--- config.mk ---
export PLATFORM = sky130hd
export DESIGN_NAME = hazard_ctrl
export DESIGN_NICKNAME = d
export VERILOG_FILES = /design/src/rtl/pipeline_pkg.sv /design/src/rtl/hazard_ctrl_scoreboard.sv /design/src/rtl/hazard_ctrl.sv
export SDC_FILE = /design/constraint.sdc
export NUM_CORES = 1
export LEC_CHECK = 0
export BUFFER_PORTS_ARGS = -buffer_cell sky130_fd_sc_hd__buf_2
export CAP_MARGIN = 0
export CORE_ASPECT_RATIO = 0.8
export CORE_UTILIZATION = 35
export DETAILED_ROUTE_END_ITERATION = 10
export GPL_TIMING_DRIVEN = 0
export PLACE_DENSITY = 0.59
export SLEW_MARGIN = 20
export SYNTH_ARGS = -nofsm -noshare
export SYNTH_HDL_FRONTEND = slang
export SYNTH_SLANG_ARGS = --single-unit
export TNS_END_PERCENT = 20
--- constraint.sdc ---
create_clock -name clk_i -period 3.44 [get_ports clk_i]
set_input_delay 0.688 -clock clk_i [delete_from_list [all_inputs] [get_ports clk_i]]
set_output_delay 0.688 -clock clk_i [all_outputs]
set_load 0.02 [all_outputs]
--- src/rtl/pipeline_pkg.sv ---
// Shared pipeline types: register-file geometry and hazard FSM states.
// Also provides a one-hot register mask helper that never selects x0.
package pipeline_pkg;

    localparam int REG_COUNT  = 32;
    localparam int REG_ADDR_W = 5;

    typedef enum logic {
        HZ_RUN,
        HZ_FLUSH
    } hazard_state;

    // x0 is hardwired to zero, so it never gets a mask bit.
    function automatic logic [REG_COUNT-1:0] reg_mask(
        input logic [REG_ADDR_W-1:0] addr
    );
        reg_mask = '0;
        if (addr != '0) begin
            reg_mask[addr] = 1'b1;
        end
    endfunction

endpackage

--- src/rtl/hazard_ctrl_scoreboard.sv ---
// Register scoreboard: one pending bit per architectural register.
// Ports: clk_i/n_rst, set_en/set_addr, clr_en/clr_addr, pend (registered).
module hazard_ctrl_scoreboard
    import pipeline_pkg::*;
(
    input  logic                  clk_i,
    input  logic                  n_rst,
    input  logic                  set_en,
    input  logic [REG_ADDR_W-1:0] set_addr,
    input  logic                  clr_en,
    input  logic [REG_ADDR_W-1:0] clr_addr,
    output logic [REG_COUNT-1:0]  pend
);

    logic [REG_COUNT-1:0] pend_q;
    logic [REG_COUNT-1:0] set_m;
    logic [REG_COUNT-1:0] clr_m;

    assign set_m = set_en ? reg_mask(set_addr) : '0;
    assign clr_m = clr_en ? reg_mask(clr_addr) : '0;

    // Set is applied after clear so a new writer wins over a retiring one.
    always_ff @(posedge clk_i or negedge n_rst) begin
        if (!n_rst) begin
            pend_q <= '0;
        end else begin
            pend_q <= (pend_q & ~clr_m) | set_m;
        end
    end

    assign pend = pend_q;

endmodule

--- src/rtl/hazard_ctrl.sv ---
// In-order issue controller: RAW/WAW stalls, redirect flush, perf counters.
// Ports: decode operands, ex_ready, writeback retire, redirect -> issue/stall/kill.
module hazard_ctrl
    import pipeline_pkg::*;
#(
    parameter int unsigned FLUSH_CYCLES = 2,
    parameter int unsigned CNT_W        = 32
) (
    input  logic                  clk_i,
    input  logic                  n_rst,
    input  logic                  id_valid_i,
    input  logic [REG_ADDR_W-1:0] id_rs1_i,
    input  logic [REG_ADDR_W-1:0] id_rs2_i,
    input  logic [REG_ADDR_W-1:0] id_rd_i,
    input  logic                  id_rs1_used_i,
    input  logic                  id_rs2_used_i,
    input  logic                  id_wb_en_i,
    input  logic                  ex_ready_i,
    input  logic                  wb_valid_i,
    input  logic [REG_ADDR_W-1:0] wb_rd_i,
    input  logic                  redirect_i,
    output logic                  issue_o,
    output logic                  stall_o,
    output logic                  kill_o,
    output logic [REG_COUNT-1:0]  busy_regs_o,
    output logic [CNT_W-1:0]      stall_cycles_o,
    output logic [CNT_W-1:0]      flush_count_o
);

    localparam int FC_W = 4;

    hazard_state          state_q;
    hazard_state          state_n;
    logic [FC_W-1:0]      cnt_q;
    logic [FC_W-1:0]      cnt_n;
    logic [REG_COUNT-1:0] pend;
    logic                 raw;
    logic                 waw;
    logic                 issue;
    logic                 stall;
    logic                 kill;
    logic                 redir_acc;
    logic [CNT_W-1:0]     stall_q;
    logic [CNT_W-1:0]     flush_q;

    hazard_ctrl_scoreboard u_sb (
        .clk_i    (clk_i),
        .n_rst    (n_rst),
        .set_en   (issue_o && id_wb_en_i),
        .set_addr (id_rd_i),
        .clr_en   (wb_valid_i),
        .clr_addr (wb_rd_i),
        .pend     (pend)
    );

    // Only the registered scoreboard is consulted; a same-cycle
    // writeback is seen one cycle later.
    assign raw = (id_rs1_used_i && id_rs1_i != '0 && pend[id_rs1_i])
              || (id_rs2_used_i && id_rs2_i != '0 && pend[id_rs2_i]);
    assign waw = id_wb_en_i && id_rd_i != '0 && pend[id_rd_i];

    always_comb begin
        state_n   = state_q;
        cnt_n     = cnt_q;
        issue     = 1'b0;
        stall     = 1'b0;
        kill      = 1'b0;
        redir_acc = 1'b0;
        unique case (state_q)
            HZ_RUN: begin
                kill  = redirect_i;
                issue = id_valid_i && !raw && !waw
                     && ex_ready_i && !redirect_i;
                stall = id_valid_i && !issue && !redirect_i;
                if (redirect_i) begin
                    redir_acc = 1'b1;
                    // Redirect cycle already counts as one kill cycle.
                    if (FLUSH_CYCLES > 1) begin
                        state_n = HZ_FLUSH;
                        cnt_n   = FC_W'(FLUSH_CYCLES - 1);
                    end
                end
            end
            HZ_FLUSH: begin
                kill = 1'b1;
                if (cnt_q <= FC_W'(1)) begin
                    state_n = HZ_RUN;
                    cnt_n   = '0;
                end else begin
                    cnt_n = cnt_q - FC_W'(1);
                end
            end
            default: begin
                state_n = HZ_RUN;
                cnt_n   = '0;
            end
        endcase
    end

    // Outputs are forced low while reset is held, independent of the clock.
    assign issue_o     = n_rst && issue;
    assign stall_o     = n_rst && stall;
    assign kill_o      = n_rst && kill;
    assign busy_regs_o = pend;

    always_ff @(posedge clk_i or negedge n_rst) begin
        if (!n_rst) begin
            state_q <= HZ_RUN;
            cnt_q   <= '0;
            stall_q <= '0;
            flush_q <= '0;
        end else begin
            state_q <= state_n;
            cnt_q   <= cnt_n;
            if (stall_o && stall_q != '1) begin
                stall_q <= stall_q + CNT_W'(1);
            end
            if (redir_acc && flush_q != '1) begin
                flush_q <= flush_q + CNT_W'(1);
            end
        end
    end

    assign stall_cycles_o = stall_q;
    assign flush_count_o  = flush_q;

endmodule

# Yosys cells after proc, flatten, opt, wreduce, memory -nomap -nowiden
# Cells that the tools add are included.
op_classes:
  add_sub_neg: 3
  order_cmp: 7
  eq_ne: 3
  muxes: 24
  n_bitwise: 4
  reduce_logical: 29
ops:
  columns: ["operator", "n"]
  rows:
  - ["2-to-1 mux 32 bit", 4]
  - ["adder 32 x 1 -> 32 bit (second input constant)", 2]
  - ["inequality test 32 bit (second input constant)", 2]
  - ["AND 32 bit", 1]
  - ["NOT 32 bit", 1]
  - ["OR 32 bit", 1]
  - ["less-than comparator 5 x 6 -> 1 bit (second input constant)", 4]
  - ["logical AND 1 bit", 20]
  - ["nonzero test 5 bit", 4]
  - ["binary-select mux 1 bit (select 5 bit)", 3]
  - ["demux 1 bit (select 5 bit)", 2]
  - [">= comparator 5 x 1 -> 1 bit (second input constant)", 2]
  - ["2-to-1 mux 1 bit", 10]
  - ["2-to-1 mux 4 bit", 2]
  - ["one-hot mux 4 bit (2 select lines)", 1]
  - ["<= comparator 4 x 1 -> 1 bit (second input constant)", 1]
  - ["logical NOT 1 bit", 4]
  - ["one-hot mux 1 bit (2 select lines)", 2]
  - ["subtractor 4 x 1 -> 4 bit (second input constant)", 1]
  - ["inequality test 2 bit (second input constant)", 1]
  - ["logical OR 1 bit", 1]
  - ["NOT 1 bit", 1]
totals:
  ff_bits: 101
  in_bits: 29
  word_cells: 75

# Logic depth before layout (Yosys ltp)
# Gate-level depths: netlist (run 1).
logic_depth:
  ltp_word: 15
  ltp_mapped: 9

# By module
# A second synthesis (run 1) with hierarchy kept.
unflattened:
  cells_unflattened: 516
  hier_area_um2: 5545.3
modules_own_cells:
  columns: ["module", "instances", "cells_each", "area_each_um2", "seq_area_each_um2"]
  rows:
  - ["hazard_ctrl", 1, 396, 4244.1, 1726.7]
  - ["hazard_ctrl_scoreboard", 1, 120, 1301.2, 800.8]

# Worst setup path after synthesis (run 1)
# OpenSTA, ideal clock, no wires.
synth_timing:
  path_type: "input-to-output"
  from: "input port id_rs1_i[1]"
  to: "output port issue_o"
  t_arrival_ns: 2.770
  t_required_ns: 2.752
  path_slack_ns: -0.018
  cell_stages: 9
  path_buffers: 2
  cell_sequence: "buf_2 mux4_2 mux2_2 a221oi_1 a311oi_1 a211oi_4 nand3_4 buf_6 inv_1"
synth_via:
  elab_chain_cells: 11
  elab_cells_between_ends: 13
  cone_classes: "mux: 3; reduce/logical: 10"
synth_rtl:
  columns: ["element", "line", "rtl"]
  rows:
  - ["start, declared", "hazard_ctrl.sv:12", "input logic [REG_ADDR_W-1:0] id_rs1_i,"]
  - ["binary-select mux 1 bit (select 5 bit) / nonzero test 5 bit (equally long branches)", "hazard_ctrl.sv:58", "assign raw = (id_rs1_used_i && id_rs1_i != '0 && pend[id_rs1_i])"]
  - ["2-to-1 mux 1 bit (not written as such) / logical AND 1 bit (equally long branches)", "hazard_ctrl.sv:58", null]
  - ["logical AND 1 bit *", "hazard_ctrl.sv:58", null]
  - ["logical OR 1 bit *", "hazard_ctrl.sv:59", "|| (id_rs2_used_i && id_rs2_i != '0 && pend[id_rs2_i]);"]
  - ["logical NOT 1 bit *", "hazard_ctrl.sv:72", "issue = id_valid_i && !raw && !waw"]
  - ["logical AND 1 bit * (2 in a row)", "hazard_ctrl.sv:72", null]
  - ["logical AND 1 bit * (2 in a row)", "hazard_ctrl.sv:73", "&& ex_ready_i && !redirect_i;"]
  - ["2-to-1 mux 1 bit *", "hazard_ctrl.sv:69", "unique case (state_q)"]
  - ["logical AND 1 bit *", "hazard_ctrl.sv:101", "assign issue_o = n_rst && issue;"]
  - ["end, declared", "hazard_ctrl.sv:22", "output logic issue_o,"]
# Mark *: on every way between the ends. The rest lies on a longest branch, timed or not. The select of a mux whose other input is x is not followed.

# Worst setup path after layout (run 1)
layout_timing:
  from: "input port id_rs1_i[1]"
  to: "output port stall_o"
layout_via:
  elab_chain_cells: 14
  elab_cells_between_ends: 16
  cone_classes: "mux: 3; reduce/logical: 13"
layout_rtl:
  columns: ["element", "line", "rtl"]
  rows:
  - ["binary-select mux 1 bit (select 5 bit) / nonzero test 5 bit (equally long branches)", "hazard_ctrl.sv:58", null]
  - ["2-to-1 mux 1 bit (not written as such) / logical AND 1 bit (equally long branches)", "hazard_ctrl.sv:58", null]
  - ["logical AND 1 bit *", "hazard_ctrl.sv:58", null]
  - ["logical OR 1 bit *", "hazard_ctrl.sv:59", null]
  - ["logical NOT 1 bit *", "hazard_ctrl.sv:72", null]
  - ["logical AND 1 bit * (2 in a row)", "hazard_ctrl.sv:72", null]
  - ["logical AND 1 bit * (2 in a row)", "hazard_ctrl.sv:73", null]
  - ["logical NOT 1 bit *", "hazard_ctrl.sv:74", "stall = id_valid_i && !issue && !redirect_i;"]
  - ["logical AND 1 bit * (2 in a row)", "hazard_ctrl.sv:74", null]
  - ["2-to-1 mux 1 bit *", "hazard_ctrl.sv:69", null]
  - ["logical AND 1 bit *", "hazard_ctrl.sv:102", "assign stall_o = n_rst && stall;"]
  - ["end, declared", "hazard_ctrl.sv:23", "output logic stall_o,"]
# Marks and branches as above.

==> impl_metrics.tcl, run 1 <==
set metrics [dict create \
    htree_num_levels 3 \
    final_hold_viol_count 0 \
    timing.hold.worst.class "in -> async" \
    postPlaceCellArea_sq_mm 0.00646 \
    synth-warning-count 0 \
    pin_count 128 \
    cts.clk_slew.worst_paths_ns 0.07 \
    pre_cts_slack_ns -0.545 \
    route.final.wire_length_mm 15.5 \
    globalRoute.totalOverflow 0 \
    synth-seq-cells 101 \
    floorplan.rows 40 \
    cts_buf_count 9 \
    clkSinkCount 101 \
    synth_cell_type_count 50 \
    fin_nets 697 \
    grt_first_pass_wirelength_mm 24.4 \
    power.density_mw_per_mm2 456 \
    place_congestion 0.868 \
    setup.worst_path.start_class "primary input" \
    setup.worst_path.class "in -> out" \
    pin_count_of_the_biggest_net_entering_global_routing 63 \
    groute.usage.overall 0.193 \
    max-cap-violations 0 \
    clk_path_buf_depth 2 \
    synth_largest_area_cell "dfrtp_1" \
    vias 4881 \
    drcViolationCount 0 \
    cts_root_buffer "clkbuf_16" \
    worst_slew_pin_slew_ns 1.01 \
    leakage_nw 3.40 \
    detailedPlacementHpwl_mm 11.1 \
    ant_nets 0 \
    layout_cell_share_with_drive_strength_beyond_1 0.281 \
    dr.pass1.iters 5 \
    layout.core_utilization 0.452 \
    syn-num-nets 563 \
    synth_enable_flop_cells 0 \
    coreArea_sq_mm 0.0153 \
    antenna_cells 0 \
    report.final.setup_viol 0 \
    maxSlewViolCount 0 \
    rsz0062_at_grt "false" \
    clock.fmax_mhz 297 \
    number_of_global_route_vias_before_repair 4576 \
    routed_wire_length_per_instance_microns 17.6 \
    vias_per_cell 5.55 \
    initial_utilization 0.363 \
    clock_insertion_delay_worst_skew_ns 0.35 \
    die_area_sq_mm 0.0164 \
    synthCells 530 \
    synth_largest_type_area_fraction 0.456 \
    slew_headroom 0.321 \
    worstPathArrival_ns 2.68 \
    cts_tree "done" \
    netlist_area_sq_mm 0.00555 \
    postSynth.asyncResetShare 1.00 \
    worst-endpoint-required_ns 2.75 \
    synth.avg_cell_area_sq_um 10.5 \
    post-route-period-util 0.979 \
    final_area_sq_mm 0.00691 \
    number_of_antenna_violations_at_the_first_check_in_global_routing 0 \
    timing.setup.tns_ns 0 \
    synth_flop_cell "dfrtp_1" \
    critical_path_sink_type "output pin" \
    synth.top_cells.by_area "dfrtp_1, xor2_1, mux4_2, mux2i_1, o21ai_0" \
    die_width_microns 143 \
    clock-skew-final_ns 0.00837 \
    nFillCells 1490 \
    path_max_fanout 10 \
    chipHeight_microns 115 \
    power.ir.vdd_worst_uv 260 \
    place.port_buffers 122 \
    area_delta_synth_final_pct 24.5 \
    dpl.cell_count 863 \
    synth_sequential_area_ratio 0.456 \
    initialDrtViolationCount 274 \
    finalNonFillerCells 879 \
    fin_ws_ns 0.0727 \
    outcome "finished clean" \
    final_period_minus_worst_setup_slack_ns 3.37 \
]
-- layout by cell type (no fill, tap or decap), types with 12 or more instances in the layout --
master,instances
and3_1,12
nor3_1,28
dfrtp_1,98
o31ai_1,17
o21ai_1,16
o21ai_0,35
nor4_1,12
nand3_1,29
xor2_1,51
nand3b_1,13
mux4_2,13
nand2_1,25
mux2i_1,24
buf_2,121
nand4_1,17
nor2_1,26
-- cells by family (layout without fill, tap and decap cells) --
kind of cell / Yosys count / count (layout) / synth area share
XOR/XNOR: 62 / 62 / 0.0979
multiplexers: 40 / 40 / 0.102
AO/OA/AOI/OAI: 90 / 90 / 0.0997
flip-flops: 101 / 101 / 0.456
AND/OR/NAND/NOR: 201 / 201 / 0.209
buffers and inverters: 32 / 171 / 0.0264
adder cells (fa/ha/maj): 4 / 4 / 0.00902
-- state kept, by name, summed over array words and instances, names as in the netlist --
register,cells
u_sb.pend,32
flush_count_o,32
state_q,1
cnt_q,4
stall_cycles_o,32
-- routing by layer --
layer,part of all wire,vias up,track usage,wire length [microns]
met2,0.44,178,0.292,6870
met1,0.48,2449,0.273,7360
met4,0.014,0,0.0602,209
li1,-,2235,-,-
met3,0.065,19,0.0464,1010
met5,0,-,0,0
-- stage by stage --
| step | hold WS (ns) | total power, W |
|---|---|---|
| final | 0.264 | 0.00315 |
| after global routing | 0.278 | 0.00330 |
| after CTS | 0.263 | 0.00318 |
| after detailed placement | 0.471 | 0.00202 |
| after global placement | 0.470 | 0.00200 |
| after floorplan | 0.392 | 0.00178 |
-- critical path: stages --
cell and delay (ns):
buf_12 0.11, mux4_2 0.49, mux2_4 0.30, a221oi_2 0.23
a311oi_2 0.09, a211oi_4 0.27, buf_12 0.15, buf_8 0.12
nor2_1 0.06, buf_4 0.16
-- repair_timing --
item / in CTS / in global routing
pin swaps: 4 / 4
resized for setup: 20 / 10
setup buffers: 5 / 0
endpoints found under the hold margin: 0 / 0
cloned: 0 / 0
hold buffers: 0 / 0
endpoints found under the setup margin: 2 / 2
-- cell usage after synthesis (13+ instances only) --
cell and number:
nand2_1 25, nor3_1 29, mux4_2 13, o21ai_0 35, mux2i_1 24, o21ai_1 16
nand3b_1 13, nand4_1 17, dfrtp_1 101, o31ai_1 17, nor2_1 26, xor2_1 51
nand3_1 30
-- path summary, 6_finish.rpt --
| path | end | cells after the start | slack (ns) | startpoint |
|---|---|---|---|---|
| max in group asynchronous | flush_count_o[12] | 2 | 2.51 | n_rst |
| max | stall_o | 10 | 0.07 | id_rs1_i[1] |
| min in group clk_i | stall_cycles_o[10] | 1 | 0.48 | stall_cycles_o[10] |
| min | stall_cycles_o[20] | 1 | 0.26 | n_rst |
| min reg2reg | stall_cycles_o[10] | 1 | 0.48 | stall_cycles_o[10] |
| max reg2reg | stall_cycles_o[3] | 7 | 0.36 | stall_cycles_o[3] |
-- report_power, final --
group          leakage [nW]  switching (W)  internal (W)
Sequential             1.36       0.000124       0.00128
Combinational          1.88       0.000381      0.000237
Clock                 0.158       0.000467      0.000657
-- final cells by class --
type,instances,area (sq um),area share
Multi-Input combinational cell,397,2920,0.422
Sequential cell,101,2530,0.366
Timing Repair Buffer,128,703,0.102
Tap cell,210,263,0.0380
Clock buffer,10,239,0.0346
Buffer,15,123,0.0178
Clock inverter,6,86.3,0.0125
Inverter,12,45.0,0.00652
No activity file was read; power rests on OpenSTA's default activity.
==> inputs of run 2 (changes only) <==
--- a/config.mk
+++ b/config.mk
@@ -8,6 +8,7 @@
 export BUFFER_PORTS_ARGS = -buffer_cell sky130_fd_sc_hd__buf_2
 export CAP_MARGIN = 0
 export CORE_ASPECT_RATIO = 0.8
+export CORE_MARGIN = 5
 export CORE_UTILIZATION = 35
 export DETAILED_ROUTE_END_ITERATION = 10
 export GPL_TIMING_DRIVEN = 0
@@ -15,5 +16,6 @@
 export SLEW_MARGIN = 20
 export SYNTH_ARGS = -nofsm -noshare
 export SYNTH_HDL_FRONTEND = slang
+export SYNTH_HIERARCHICAL = 1
 export SYNTH_SLANG_ARGS = --single-unit
 export TNS_END_PERCENT = 20
==> run 2 against run 1 <==
  * Flip-flop and latch count did not move
  * Via count fell by 1.3%
  * Maximum frequency grew 0.39%
  * Highest routed layer unchanged
==> impl_metrics.tcl, run 2 <==
set metrics [dict create \
    outcome "finished clean" \
    rsz0062_at_grt "false" \
    fin_hold_ws_ns 0.281 \
    route.final.wire_length_mm 16.3 \
    place_congestion 0.857 \
    ant_nets 0 \
    detailedPlacementHpwl_mm 12.1 \
    path_max_fanout 10 \
    power.density_mw_per_mm2 449 \
    routed_wire_length_per_instance_microns 18.7 \
    place.port_buffers 127 \
    slew_headroom 0.509 \
    pin_count 128 \
    final_hold_viol_count 0 \
    synth-seq-cells 101 \
    most-common-layout-cells "buf_2, dfrtp_1, xnor2_1, nand3_1, o21ai_1" \
    maxSlewViolCount 0 \
    fin_ws_ns 0.0859 \
    final_common_cell "buf_2" \
    initialDrtViolationCount 407 \
    syn-num-nets 549 \
    chipHeight_microns 123 \
    synthTopCellsByCount "dfrtp_1, xnor2_1, nand3_1" \
    final_period_minus_worst_setup_slack_ns 3.35 \
    worst_slew_pin_slew_ns 0.730 \
    dr.pass1.iters 7 \
    synth.top_cells.by_area "dfrtp_1, xnor2_1, mux4_2, nand3_1, o21ai_1" \
    coreArea_sq_mm 0.0156 \
    cts_buf_count 9 \
    cts_tree "done" \
    groute.usage.overall 0.182 \
    dpl.cell_count 859 \
    cts_root_buffer "clkbuf_16" \
    htree_num_levels 3 \
    number_of_global_route_vias_before_repair 4829 \
    grt_first_pass_wirelength_mm 26.3 \
    clock.fmax_mhz 298 \
    floorplan.rows 41 \
    finalNonFillerCells 875 \
    critical_path_sink_type "output pin" \
    postSynth.asyncResetShare 1.00 \
    timing.hold.worst.class "in -> async" \
    setup.worst_path.start_class "primary input" \
    initial_utilization 0.354 \
    report.final.setup_viol 0 \
    antenna_cells 0 \
    synth-warning-count 6 \
    vias_per_cell 5.50 \
    clk_path_buf_depth 2 \
    pre_cts_slack_ns -0.104 \
    leakage_nw 3.11 \
    synth_sequential_area_ratio 0.456 \
    fin_nets 688 \
    number_of_antenna_violations_at_the_first_check_in_global_routing 0 \
    drcViolationCount 0 \
    layout_cell_share_with_drive_strength_beyond_1 0.285 \
    synth_cell_type_count 56 \
    worst_r2r_path_depth 7 \
    post-route-period-util 0.975 \
    clock-skew-final_ns 0.0105 \
    synth_largest_type_area_fraction 0.456 \
    worstPathArrival_ns 2.67 \
    vias 4816 \
    synthCells 516 \
    pin_count_of_the_biggest_net_entering_global_routing 54 \
    die_width_microns 151 \
    timing.setup.tns_ns 0 \
    setup.worst_path.class "in -> out" \
    cts.hold.buffers_added 0 \
    clkSinkCount 101 \
    max-cap-violations 0 \
    synth.avg_cell_area_sq_um 10.7 \
    globalRoute.totalOverflow 0 \
    cts.clk_slew.worst_paths_ns 0.07 \
    worst-endpoint-required_ns 2.75 \
    clock_insertion_delay_worst_skew_ns 0.35 \
    netlist_area_sq_mm 0.00555 \
    die_area_sq_mm 0.0185 \
    synth_enable_flop_cells 0 \
    layout.core_utilization 0.437 \
    synth_largest_area_cell "dfrtp_1" \
    area_delta_synth_final_pct 23.2 \
    most_frequent_cell_after_synthesis "dfrtp_1" \
    power.ir.vdd_worst_uv 325 \
    synth_flop_cell "dfrtp_1" \
]
-- run 2: metrics by stage --
stage | cell area, sq um | total power, W
6_report | 6830 | 0.00307
5_1_grt | 6830 | 0.00324
4_1_cts | 6820 | 0.00311
3_5_place_dp | 6480 | 0.00197
3_3_place_gp | 6450 | 0.00194
2_1_floorplan | 5550 | 0.00173
-- run 2: logic make-up after synthesis --
kind of cell	Yosys count	synth area share
buffers and inverters	26	0.0280
xor gates and xnor gates	63	0.0995
DFF	101	0.456
and+or+nand+nor	190	0.198
muxes	37	0.103
adders and majority gates	4	0.00903
AOI/OAI and AO/OA	95	0.107
-- run 2: area by class of cell --
cell class                 instances  area (sq um)
fill                            1489          8820
multi-input combinational        389          2870
sequential                       101          2530
timing repair buffer             129           677
tap                              215           269
clock buffer                      10           239
buffer                            16           121
clock inverter                     6          95.1
inverter                           9          33.8
-- run 2: worst paths after layout --
path / from / to / slack [ns]
worst max register to register: u_sb/pend[14] / u_sb/pend[24] / 0.49
worst min-delay path: n_rst / flush_count_o[19] / 0.28
max in group asynchronous: n_rst / u_sb/pend[16] / 2.54
worst min register to register: stall_cycles_o[20] / stall_cycles_o[20] / 0.49
worst max-delay path: id_rd_i[1] / stall_o / 0.09
min in group clk_i: stall_cycles_o[20] / stall_cycles_o[20] / 0.49
-- run 2: worst max-delay path, stage by stage --
cell and delay (ns):
buf_2 0.13, buf_6 0.14, buf_12 0.14, mux2i_1 0.11, mux4_2 0.49, a31oi_1 0.21
o211ai_2 0.14, a31oi_4 0.25, buf_6 0.18, buf_2 0.18
-- run 2: routing by layer --
layer  track usage  part of all wire
met4        0.0612             0.021
met1         0.254              0.44
met2         0.278              0.45
met3        0.0476             0.089
met5             0                 0
-- run 2: where the power goes --
group	internal, W	leakage [nW]	switching, W	total, W
combinational	0.000220	1.57	0.000338	0.000558
clock	0.000664	0.157	0.000461	0.00112
sequential	0.00127	1.39	0.000112	0.00138
total	0.00216	3.11	0.000912	0.00307
-- run 2: what timing repair did --
| item | in CTS | in global routing |
|---|---|---|
| setup endpoints to repair | 0 | 23 |
| hold endpoints to repair | 0 | 0 |
| setup buffers | 0 | 1 |
| resized for setup | 0 | 2 |
==> inputs of run 3 (changes only) <==
--- a/config.mk
+++ b/config.mk
@@ -12,7 +12,7 @@
 export CORE_UTILIZATION = 35
 export DETAILED_ROUTE_END_ITERATION = 10
 export GPL_TIMING_DRIVEN = 0
-export PLACE_DENSITY = 0.59
+export PLACE_DENSITY = 0.63
 export SLEW_MARGIN = 20
 export SYNTH_ARGS = -nofsm -noshare
 export SYNTH_HDL_FRONTEND = slang
==> run 3 against run 2 <==
  * Cell count stayed put
  * Via count up 0.17%
  * Final area is 0.29% lower
  * Register-to-register slack lost 0.18 ns
  * Critical endpoint unchanged
  * Largest power group unchanged
  * Highest routed layer unchanged
==> impl_metrics.tcl, run 3 (synthesis results as in run 2) <==
set metrics [dict create \
    leakage_nw 3.11 \
    worstPathArrival_ns 2.65 \
    pre_cts_slack_ns -0.280 \
    place.port_buffers 127 \
    antenna_cells 0 \
    grt_first_pass_wirelength_mm 26.3 \
    vias_per_cell 5.51 \
    clk_path_buf_depth 2 \
    globalRoute.totalOverflow 0 \
    outcome "finished clean" \
    post_cts_sizing_count 0 \
    clock-skew-final_ns 0.00747 \
    fin_nets 689 \
    worst-endpoint-required_ns 2.75 \
    seqCellArea_sq_mm 0.00253 \
    worst_r2r_end "u_sb/pend[23]" \
    htree_num_levels 3 \
    r2r_start "u_sb/pend[15]" \
    coreArea_sq_mm 0.0156 \
    route.final.wire_length_mm 16.4 \
    place_congestion 0.889 \
    most-common-layout-cells "buf_2, dfrtp_1, xnor2_1, nand3_1, o21ai_1" \
    area_of_combinational_cells_with_multiple_inputs_sq_mm 0.00286 \
    critical_path_sink_type "output pin" \
    timing.hold.worst.class "in -> async" \
    die_area_sq_mm 0.0185 \
    chipHeight_microns 123 \
    r2r_slack_ns 0.31 \
    maxSlewViolCount 0 \
    number_of_global_route_vias_before_repair 4955 \
    floorplan.rows 41 \
    nFillCells 1548 \
    timing.setup.tns_ns 0 \
    cts_root_buffer "clkbuf_16" \
    clock_insertion_delay_worst_skew_ns 0.35 \
    number_of_antenna_violations_at_the_first_check_in_global_routing 0 \
    pin_count 128 \
    area_delta_synth_final_pct 22.8 \
    path_max_fanout 10 \
    dr.pass1.iters 5 \
    report.final.setup_viol 0 \
    worst_r2r_path_depth 7 \
    power.ir.vdd_worst_uv 223 \
    final_hold_viol_count 0 \
    clkSinkCount 101 \
    initialDrtViolationCount 313 \
    layout_cell_share_with_drive_strength_beyond_1 0.282 \
    finalNonFillerCells 875 \
    routed_wire_length_per_instance_microns 18.7 \
    setup.worst_path.class "in -> out" \
    rsz0062_at_grt "false" \
    cts_tree "done" \
    detailedPlacementHpwl_mm 12.2 \
    fin_ws_ns 0.0985 \
    clock.fmax_mhz 299 \
    drcViolationCount 0 \
    initial_utilization 0.354 \
    final_common_cell "buf_2" \
    setup.worst_path.start_class "primary input" \
    power.density_mw_per_mm2 446 \
    die_width_microns 151 \
    vias 4824 \
    cts.clk_slew.worst_paths_ns 0.06 \
    layout.core_utilization 0.435 \
    max-cap-violations 0 \
    worst_slew_pin_slew_ns 0.698 \
    post-route-period-util 0.971 \
    ant_nets 0 \
    cts_buf_count 9 \
    slew_headroom 0.531 \
    pin_count_of_the_biggest_net_entering_global_routing 57 \
    dpl.cell_count 859 \
    final_period_minus_worst_setup_slack_ns 3.34 \
    groute.usage.overall 0.181 \
]
==> run 3: cell type report <==
class                   count  share of cell area
flip-flops and latches    101               0.371
clock inverters             4              0.0107
plain buffers              16              0.0173
multi-input cells         389               0.420
repair buffers            130               0.100
clock buffers              11              0.0356
well taps                 215              0.0395
inverters                   9             0.00496
==> run 3: what timing repair did <==
item	in CTS	in global routing
hold buffers	0	0
setup buffers	0	2
setup endpoints to repair	0	15
==> run 3: power by group <==
part	total (W)	switching [W]	leakage (nW)	internal [W]
Sequential	0.00138	0.000110	1.39	0.00127
Clock	0.00109	0.000438	0.152	0.000653
Combinational	0.000561	0.000340	1.57	0.000222
==> run 3: routing by layer <==
metal  wire, microns  track usage  vias to the layer above
met5               0            0                        -
met3            1370       0.0524                       20
met2            7570        0.287                      200
li1                -            -                     2196
met4             228       0.0510                        0
met1            7220        0.244                     2408
==> run 3: worst max-delay path by stage <==
stage	from	to	slack [ns]	cells past startpoint
final	id_rd_i[1]	stall_o	0.1	10
after global routing	id_rs1_i[0]	issue_o	0.02	9
after CTS	id_rd_i[2]	stall_o	0.02	9
after detailed placement	id_rd_i[2]	u_sb/pend[25]	-0.28	10
after global placement	n_rst	stall_o	-0.73	5
after floorplan	id_rs1_i[0]	issue_o	0.49	7
==> run 3: stage by stage <==
stage	cell area, sq um	total power (W)	hold WS [ns]
finish	6810	0.00304	0.275
global route	6810	0.00320	0.297
CTS	6800	0.00308	0.275
detailed placement	6480	0.00197	0.477
global placement	6450	0.00194	0.470
floorplan	5550	0.00173	0.392
==> run 3: critical path, stage by stage <==
cell      delay, ns
buf_2          0.13
buf_6          0.14
buf_12         0.14
mux2i_1        0.12
mux4_2         0.49
a31oi_1        0.21
o211ai_2       0.15
a31oi_4        0.23
buf_6          0.17
buf_2          0.17
